<file path="config.mk">
export PLATFORM = sky130hd
export DESIGN_NAME = keypad4x4_scan
export DESIGN_NICKNAME = d
export VERILOG_FILES = /design/src/rtl/keypad_pkg.sv /design/src/rtl/keypad_sync.sv /design/src/rtl/keypad4x4_scan.sv
export SDC_FILE = /design/constraint.sdc
export NUM_CORES = 1
export LEC_CHECK = 0
export ABC_CLOCK_PERIOD_IN_PS = 2000
export CAP_MARGIN = 20
export CORE_ASPECT_RATIO = 0.5
export CORE_UTILIZATION = 40
export CTS_CLUSTER_DIAMETER = 50
export DETAILED_ROUTE_END_ITERATION = 10
export PLACE_DENSITY = 0.68
export SETUP_SLACK_MARGIN = 0.1
export SYNTH_ARGS = -nofsm -noshare
export SYNTH_HDL_FRONTEND = slang
export SYNTH_SLANG_ARGS = --single-unit
</file>
<file path="constraint.sdc">
create_clock -name clk -period 2 [get_ports clk]
set_input_delay 0.5 -clock clk [delete_from_list [all_inputs] [get_ports clk]]
set_output_delay 0.5 -clock clk [all_outputs]
set_load 0.01 [all_outputs]
</file>
<file path="src/rtl/keypad_pkg.sv">
// Shared types and constants for the 4x4 keypad scanner.
// Row drive patterns, FSM states and column priority decode.
package keypad_pkg;

    typedef enum logic [1:0] {
        SCAN,
        DEBOUNCE,
        PRESSED,
        RELEASE
    } state_t;

    localparam logic [3:0] ROW_DRIVE [0:3] = '{
        4'b1110,
        4'b1101,
        4'b1011,
        4'b0111
    };

    // Lowest-indexed low column wins; all-high returns 0 and is
    // never used as a decision on its own.
    function automatic logic [1:0] lowest_low(input logic [3:0] cs);
        logic [1:0] idx;
        idx = 2'd0;
        for (int i = 3; i >= 0; i--) begin
            if (!cs[i]) idx = 2'(i);
        end
        return idx;
    endfunction

endpackage

</file>
<file path="src/rtl/keypad_sync.sv">
// Two-flop synchronizer with an all-ones reset value, sized by W.
// Used on the active-low keypad columns so reset reads as idle.
module keypad_sync #(
    parameter int W = 4
) (
    input  logic         clk,
    input  logic         rst,
    input  logic [W-1:0] d,
    output logic [W-1:0] q
);

    logic [W-1:0] meta;

    always_ff @(posedge clk) begin
        if (rst) begin
            meta <= '1;
            q    <= '1;
        end else begin
            meta <= d;
            q    <= meta;
        end
    end

endmodule

</file>
<file path="src/rtl/keypad4x4_scan.sv">
// 4x4 matrix keypad scanner: row strobe, debounce, key code output
// and a four-nibble history register for the display driver.
module keypad4x4_scan
    import keypad_pkg::*;
#(
    parameter int SCAN_DIV_BITS  = 14,
    parameter int DEBOUNCE_SCANS = 4
) (
    input  logic        clk,
    input  logic        rst,
    input  logic [3:0]  col,
    output logic [3:0]  row,
    output logic [3:0]  key_code,
    output logic        key_valid,
    output logic        key_held,
    output logic [15:0] digit
);

    localparam int CW = $clog2(DEBOUNCE_SCANS);
    // Decision is made on the tick that moves cnt to DEBOUNCE_SCANS-1.
    localparam logic [CW-1:0] CNT_LAST = CW'(DEBOUNCE_SCANS - 2);

    logic [SCAN_DIV_BITS-1:0] prescaler;
    logic                     tick;
    logic [3:0]               cs;
    logic                     cs_idle;
    logic [1:0]               low_idx;
    logic                     still_low;

    state_t        state, state_n;
    logic [1:0]    row_idx, row_idx_n;
    logic [1:0]    col_idx, col_idx_n;
    logic [CW-1:0] cnt, cnt_n;
    logic [3:0]    key_code_n;
    logic          key_valid_n;
    logic          key_held_n;
    logic [15:0]   digit_n;

    keypad_sync #(
        .W(4)
    ) u_col_sync (
        .clk(clk),
        .rst(rst),
        .d  (col),
        .q  (cs)
    );

    assign tick      = &prescaler;
    assign cs_idle   = (cs == 4'hF);
    assign low_idx   = lowest_low(cs);
    assign still_low = !cs[col_idx] && (low_idx == col_idx);

    always_ff @(posedge clk) begin
        if (rst) begin
            prescaler <= '0;
            state     <= SCAN;
            row_idx   <= 2'd0;
            col_idx   <= 2'd0;
            cnt       <= '0;
            row       <= 4'b1110;
            key_code  <= 4'h0;
            key_valid <= 1'b0;
            key_held  <= 1'b0;
            digit     <= 16'h0000;
        end else begin
            prescaler <= prescaler + 1'b1;
            state     <= state_n;
            row_idx   <= row_idx_n;
            col_idx   <= col_idx_n;
            cnt       <= cnt_n;
            row       <= ROW_DRIVE[row_idx_n];
            key_code  <= key_code_n;
            key_valid <= key_valid_n;
            key_held  <= key_held_n;
            digit     <= digit_n;
        end
    end

    always_comb begin
        state_n     = state;
        row_idx_n   = row_idx;
        col_idx_n   = col_idx;
        cnt_n       = cnt;
        key_code_n  = key_code;
        key_valid_n = 1'b0;
        digit_n     = digit;

        if (tick) begin
            unique case (state)
                SCAN: begin
                    if (cs_idle) begin
                        row_idx_n = row_idx + 2'd1;
                    end else begin
                        col_idx_n = low_idx;
                        cnt_n     = '0;
                        state_n   = DEBOUNCE;
                    end
                end
                DEBOUNCE: begin
                    if (still_low) begin
                        cnt_n = cnt + CW'(1);
                        if (cnt == CNT_LAST) begin
                            state_n     = PRESSED;
                            key_code_n  = {row_idx, col_idx};
                            key_valid_n = 1'b1;
                            digit_n     = {digit[11:0], row_idx, col_idx};
                        end
                    end else begin
                        state_n   = SCAN;
                        row_idx_n = row_idx + 2'd1;
                    end
                end
                PRESSED: begin
                    if (cs_idle) begin
                        cnt_n   = '0;
                        state_n = RELEASE;
                    end
                end
                RELEASE: begin
                    if (!cs_idle) begin
                        cnt_n = '0;
                    end else if (cnt == CNT_LAST) begin
                        state_n   = SCAN;
                        row_idx_n = row_idx + 2'd1;
                    end else begin
                        cnt_n = cnt + CW'(1);
                    end
                end
            endcase
        end

        key_held_n = (state_n == PRESSED) || (state_n == RELEASE);
    end

endmodule

</file>
======== Word-level counts from Yosys, hierarchy flattened ========
Cells that the tools add are included.
word-level totals
  input bits .............................. 6
  register bits ........................... 56
operators by class
  reductions and logical operators ........ 9
  equal/unequal tests ..................... 12
  order comparisons ....................... 2
  add/subtract/negate cells ............... 3
  bitwise gates (word level) .............. 5
  muxes and demuxes ....................... 30
operators by type and width
  cell                   number
  $mux 2                 21
  $reduce_and 18->1      1
  $reduce_and 17->1      1
  $pmux 2 s4             2
  $reduce_and 16->1      1
  $add 14x1->14 const B  1
  $reduce_and 14->1      1
  $eq 2x2->1 const B     5
  $bmux 4 s2             1
  $mux 4                 2
  $ne 2x2->1 const B     3
  $pmux 2 s3             1
  $add 2x1->2 const B    2
  $eq 4x4->1 const B     1
  $not 1->1              4
  $reduce_or 4->1        1
  $ge 3x3->1 const B     1
  $lt 2x3->1 const B     1
  $ne 3x3->1 const B     1
  $not 2->3              1
  $bmux 1 s2             1
  $eq 2x1->1 const B     1
  $eq 2x2->1             1
  $logic_not 2->1        1
  4 further kinds        5

======== Longest topological paths before layout ========
  depth after elaboration ................. 13
  depth in mapped cells ................... 9

======== Modules after synthesis ========
From an unflattened synthesis, not the netlist that was laid out.
second synthesis, totals
  cells, all modules ...................... 229
  area, all modules ....................... 2132.0 sq um
by module, submodules not included
  module          area each (sq um)  sequential area each (sq um)  cells each  times used
  keypad4x4_scan  1921.8             880.8                         213         1
  keypad_sync     210.2              160.2                         16          1

======== Worst setup path before layout ========
No wires, ideal clock.
  path kind ............................... register to register
  from .................................... register prescaler[0]
  to ...................................... register cnt[0]
  buffers on the path ..................... 0
  data required time ...................... 1.929 ns
  stages on the path, launching flop included .. 8
  data arrival time ....................... 1.832 ns
  slack ................................... 0.097 ns
  period minus slack after synthesis ...... 1.903 ns
  setup time .............................. 0.071 ns
  cell sequence ........................... dfxtp_1 ha_1 and3_1 and3_2 nand2_1 or3_4 or3_1 a21oi_1
between the ends
  longest elaborated chain between the ends .. 1
RTL lines
  element                             RTL line              RTL
  from (decl)                         keypad4x4_scan.sv:23  logic [SCAN_DIV_BITS-1:0] prescaler;
  from (signal assigned)              keypad4x4_scan.sv:66  prescaler <= prescaler + 1'b1;
  $reduce_and 18->1 (no source line)  n/a
  to (signal assigned)                keypad4x4_scan.sv:70  cnt <= cnt_n;
  to (decl)                           keypad4x4_scan.sv:33  logic [CW-1:0] cnt, cnt_n;
No other way between the ends.
A chain may end at the register's enable or synchronous reset.

======== Final worst setup path ========
  from .................................... register prescaler[12]
  to ...................................... register digit[15]
between the ends
  longest elaborated chain between the ends .. 1
RTL lines
  element                             RTL line              RTL
  $reduce_and 17->1 (no source line)  n/a
  to (signal assigned)                keypad4x4_scan.sv:75  digit <= digit_n;
  to (decl)                           keypad4x4_scan.sv:16  output logic [15:0] digit
No other way between the ends.

==> impl_metrics.ini <==
[setup_path]
end_kind = register
rrSetupSlack_ns = 0.1
slowest_stage = dfxtp_1
critPathTopFamily = simple AND/OR/NAND/NOR gates
cp.depth = 9
reg2reg_depth = 9
cp.arrival_ns = 2.13
start_kind = register
cp.buffers_inverters = 3
path_max_fanout = 8
r2r-start = prescaler[12]$_SDFF_PP0_
criticalPathCategory = register to register
rr_endpoint = digit[15]$_SDFFE_PP0P_
worstPathRequired_ns = 2.22
max_stage_delay_ns = 0.36
cp_cell_sequence = nand4_1 > nor4_4 > buf_4 > nand3_4 > nor3_4 > buf_6 > clkbuf_16 > nand2_1 > a21oi_2

[final_layout]
fillers = 453
final-seq-area_um2 = 1070
layout.nets = 303
design_area_um2 = 2980
diodes = 0
utilization_pct = 58.1
areaGrowthSynthToFinish_pct = 33.8
multiInputGateArea_um2 = 1210
final_layout_size_suffix_gt1_share_pct = 36.3

[yosys]
ys_types = 49
synth_ff_type = dfxtp_1
synth_common_cells = 52 x dfxtp_1, 42 x nand2_1, 21 x a21oi_1
yosysTopAreaCell = dfxtp_1
ys_ff_latch = 52
yosys_warnings = 0
synth.most_common_cell = dfxtp_1
synth_top_area_share_pct = 46.7
synth_edf_count = 0
synthCells = 250
synthArstFlopShare_pct = 0
synth_area_leaders = dfxtp_1 47%, nand2_1 7.1%, a21oi_1 4.7%
synth.yosys.seq_area_share_pct = 46.7
syn_area_per_cell_um2 = 8.92
synthesis.area_um2 = 2230
syn_nets = 258

[worst_hold_path]
min_from = u_col_sync.meta[3]$_SDFF_PP1_
hold_end = u_col_sync.q[3]$_SDFF_PP1_
hold_depth = 1
hold_class = register to register

[drt]
post-route-drc-count = 0
drt_iter0_drc = 48
vias = 1836
viasPerCell = 5.03
drt-wirelength-per-cell_um = 12.8
wirelength_um = 4660
top_layer = met4
route.met2.wl_um = 2210
wl_met1_um = 2270
dr.pass1.iters = 4
ant_nets = 0
wl_met3_um = 164

[cts]
h-tree-depth = 2
root_buffer = clkbuf_8
cts.sinks = 52
clockBufferDepth = 2
path_clk_slew_ns = 0.09
postCtsHoldBufs = 0
cts_made_buffers = 5
clk_latency_ns = 0.30
cts_tree = built

[timing]
finalMaxSlewViolations = 0
fmax_ghz = 0.525
final.period_utilization_pct = 95.1
rsz0062_at_grt = yes
tns_ns = 0
final_hold_viol_count = 0
tightest_slew_ns = 0.992
finalSetupViolCount = 0
slew-limit-headroom_pct = 33.9
fin_skew_ns = 0.00777
layout_setup_ws_ns = 0.0970
period_minus_slack_ns = 1.90

[die]
dieArea_um2 = 5900
core_area_um2 = 5130
initial_core_util_pct = 43.4
die_h_um = 54.8
core.rowCount = 18
fp.dieW_um = 108
ioPinCount = 32

[grt]
grt_pass1_vias = 1525
antenna_found_initial = 0
grt_usage_pct = 15.2
grt_pass1_wl_um = 6890
grt_max_degree = 51
overflow = 0

[placed_design]
place_hpwl_um = 2860
placed_area_um2 = 2600
pre_cts_ws_ns = 0.0417
port_buffers = 31
place.gp.congestion = 0.847

[power_and_ir_drop]
vdd_drop_max_mv = 0.263
p_per_area_nw_per_um2 = 566
p_leak_nw = 1.09

[status]
status = complete, no violations

[run]
maxCapViolations = 0
-- layout make-up --
type / count / share of cell area (%)
Multi-Input combinational cell: 179 / 40.5
Sequential cell: 52 / 36.0
Timing Repair Buffer: 52 / 17.4
Tap cell: 70 / 2.94
Clock buffer: 6 / 2.43
Inverter: 5 / 0.629
Clock inverter: 1 / 0.168
-- report_power, final --
group	switching, mW	leakage, nW	internal (mW)
registers	0.0120	0.428	1.04
clock network	0.320	0.0410	0.239
logic	0.0386	0.618	0.0343
-- how the worst max path moves through the flow --
| stage | end | slack (ns) | startpoint |
|---|---|---|---|
| detailed placement | cnt[0]$_SDFFE_PP0P_ | 0.04 | prescaler[0]$_SDFF_PP0_ |
| floorplan | cnt[0]$_SDFFE_PP0P_ | 0.12 | prescaler[0]$_SDFF_PP0_ |
| finish | digit[15]$_SDFFE_PP0P_ | 0.1 | prescaler[12]$_SDFF_PP0_ |
| global placement | cnt[0]$_SDFFE_PP0P_ | 0.09 | prescaler[0]$_SDFF_PP0_ |
| global route | digit[15]$_SDFFE_PP0P_ | 0.008 | prescaler[1]$_SDFF_PP0_ |
| CTS | cnt[0]$_SDFFE_PP0P_ | 0.09 | u_col_sync.q[2]$_SDFF_PP1_ |
-- repair_timing --
item                       4_1_cts  5_1_grt
setup endpoints to repair       20       24
resized for setup               14       46
pin swaps                        3       28
setup buffers                    2        7
gates cloned                     1        2
hold endpoints to repair         0        0
-- routing by layer --
layer  GRT usage, %  up-vias
met1           18.3      863
li1               -      936
met5              0        -
met3           4.29        2
met2           27.6       35
met4           4.11        0
-- state kept, by name, summed over array words and instances (netlist names) --
name / count
col_idx: 2
u_col_sync.q: 4
u_col_sync.meta: 4
row_idx: 2
state: 2
row: 4
key_code: 3
key_held: 1
key_valid: 1
cnt: 2
prescaler: 14
digit: 13
-- logic make-up (layout without fill, tap and decap cells) --
logic type | after synthesis | in the layout | share of synthesized area, %
multiplexers | 1 | 1 | 0.449
AO/OA/AOI/OAI | 47 | 47 | 13.1
AND/OR/NAND/NOR | 117 | 118 | 28.5
flip-flops | 52 | 52 | 46.7
adder cells (fa/ha/maj) | 2 | 2 | 1.12
buffers and inverters | 20 | 64 | 5.83
XOR/XNOR | 11 | 11 | 4.32
-- cells in the final DEF, fill, tap and decap left out, types with 2 or more instances in the layout --
cell type,instances
xnor2_1,4
buf_4,16
a31oi_1,2
and3_4,2
nand2_4,4
dfxtp_4,4
o21ai_0,6
or2_2,8
clkdlybuf4s50_1,30
a21oi_1,16
or3_4,3
dfxtp_1,34
dfxtp_2,14
nand2b_1,2
nor2_1,19
xor2_1,7
nand2_1,31
or3_1,4
o211ai_1,2
or4_4,2
a21oi_2,14
nand2_2,17
nand3_1,6
ha_4,2
inv_1,4
clkbuf_8,5
nand4_1,5
buf_6,2
clkbuf_16,2
-- through the flow --
| step | std cells | hold WS (ns) | power (mW) |
|---|---|---|---|
| after floorplan | 250 | 0.389 | 1.12 |
| after global routing | 365 | 0.431 | 1.76 |
| after detailed placement | 346 | 0.398 | 1.14 |
| final | 365 | 0.418 | 1.69 |
| after CTS | 356 | 0.419 | 1.70 |
| after global placement | 346 | 0.391 | 1.14 |
Note: power is estimated with default switching activity, not from simulation.
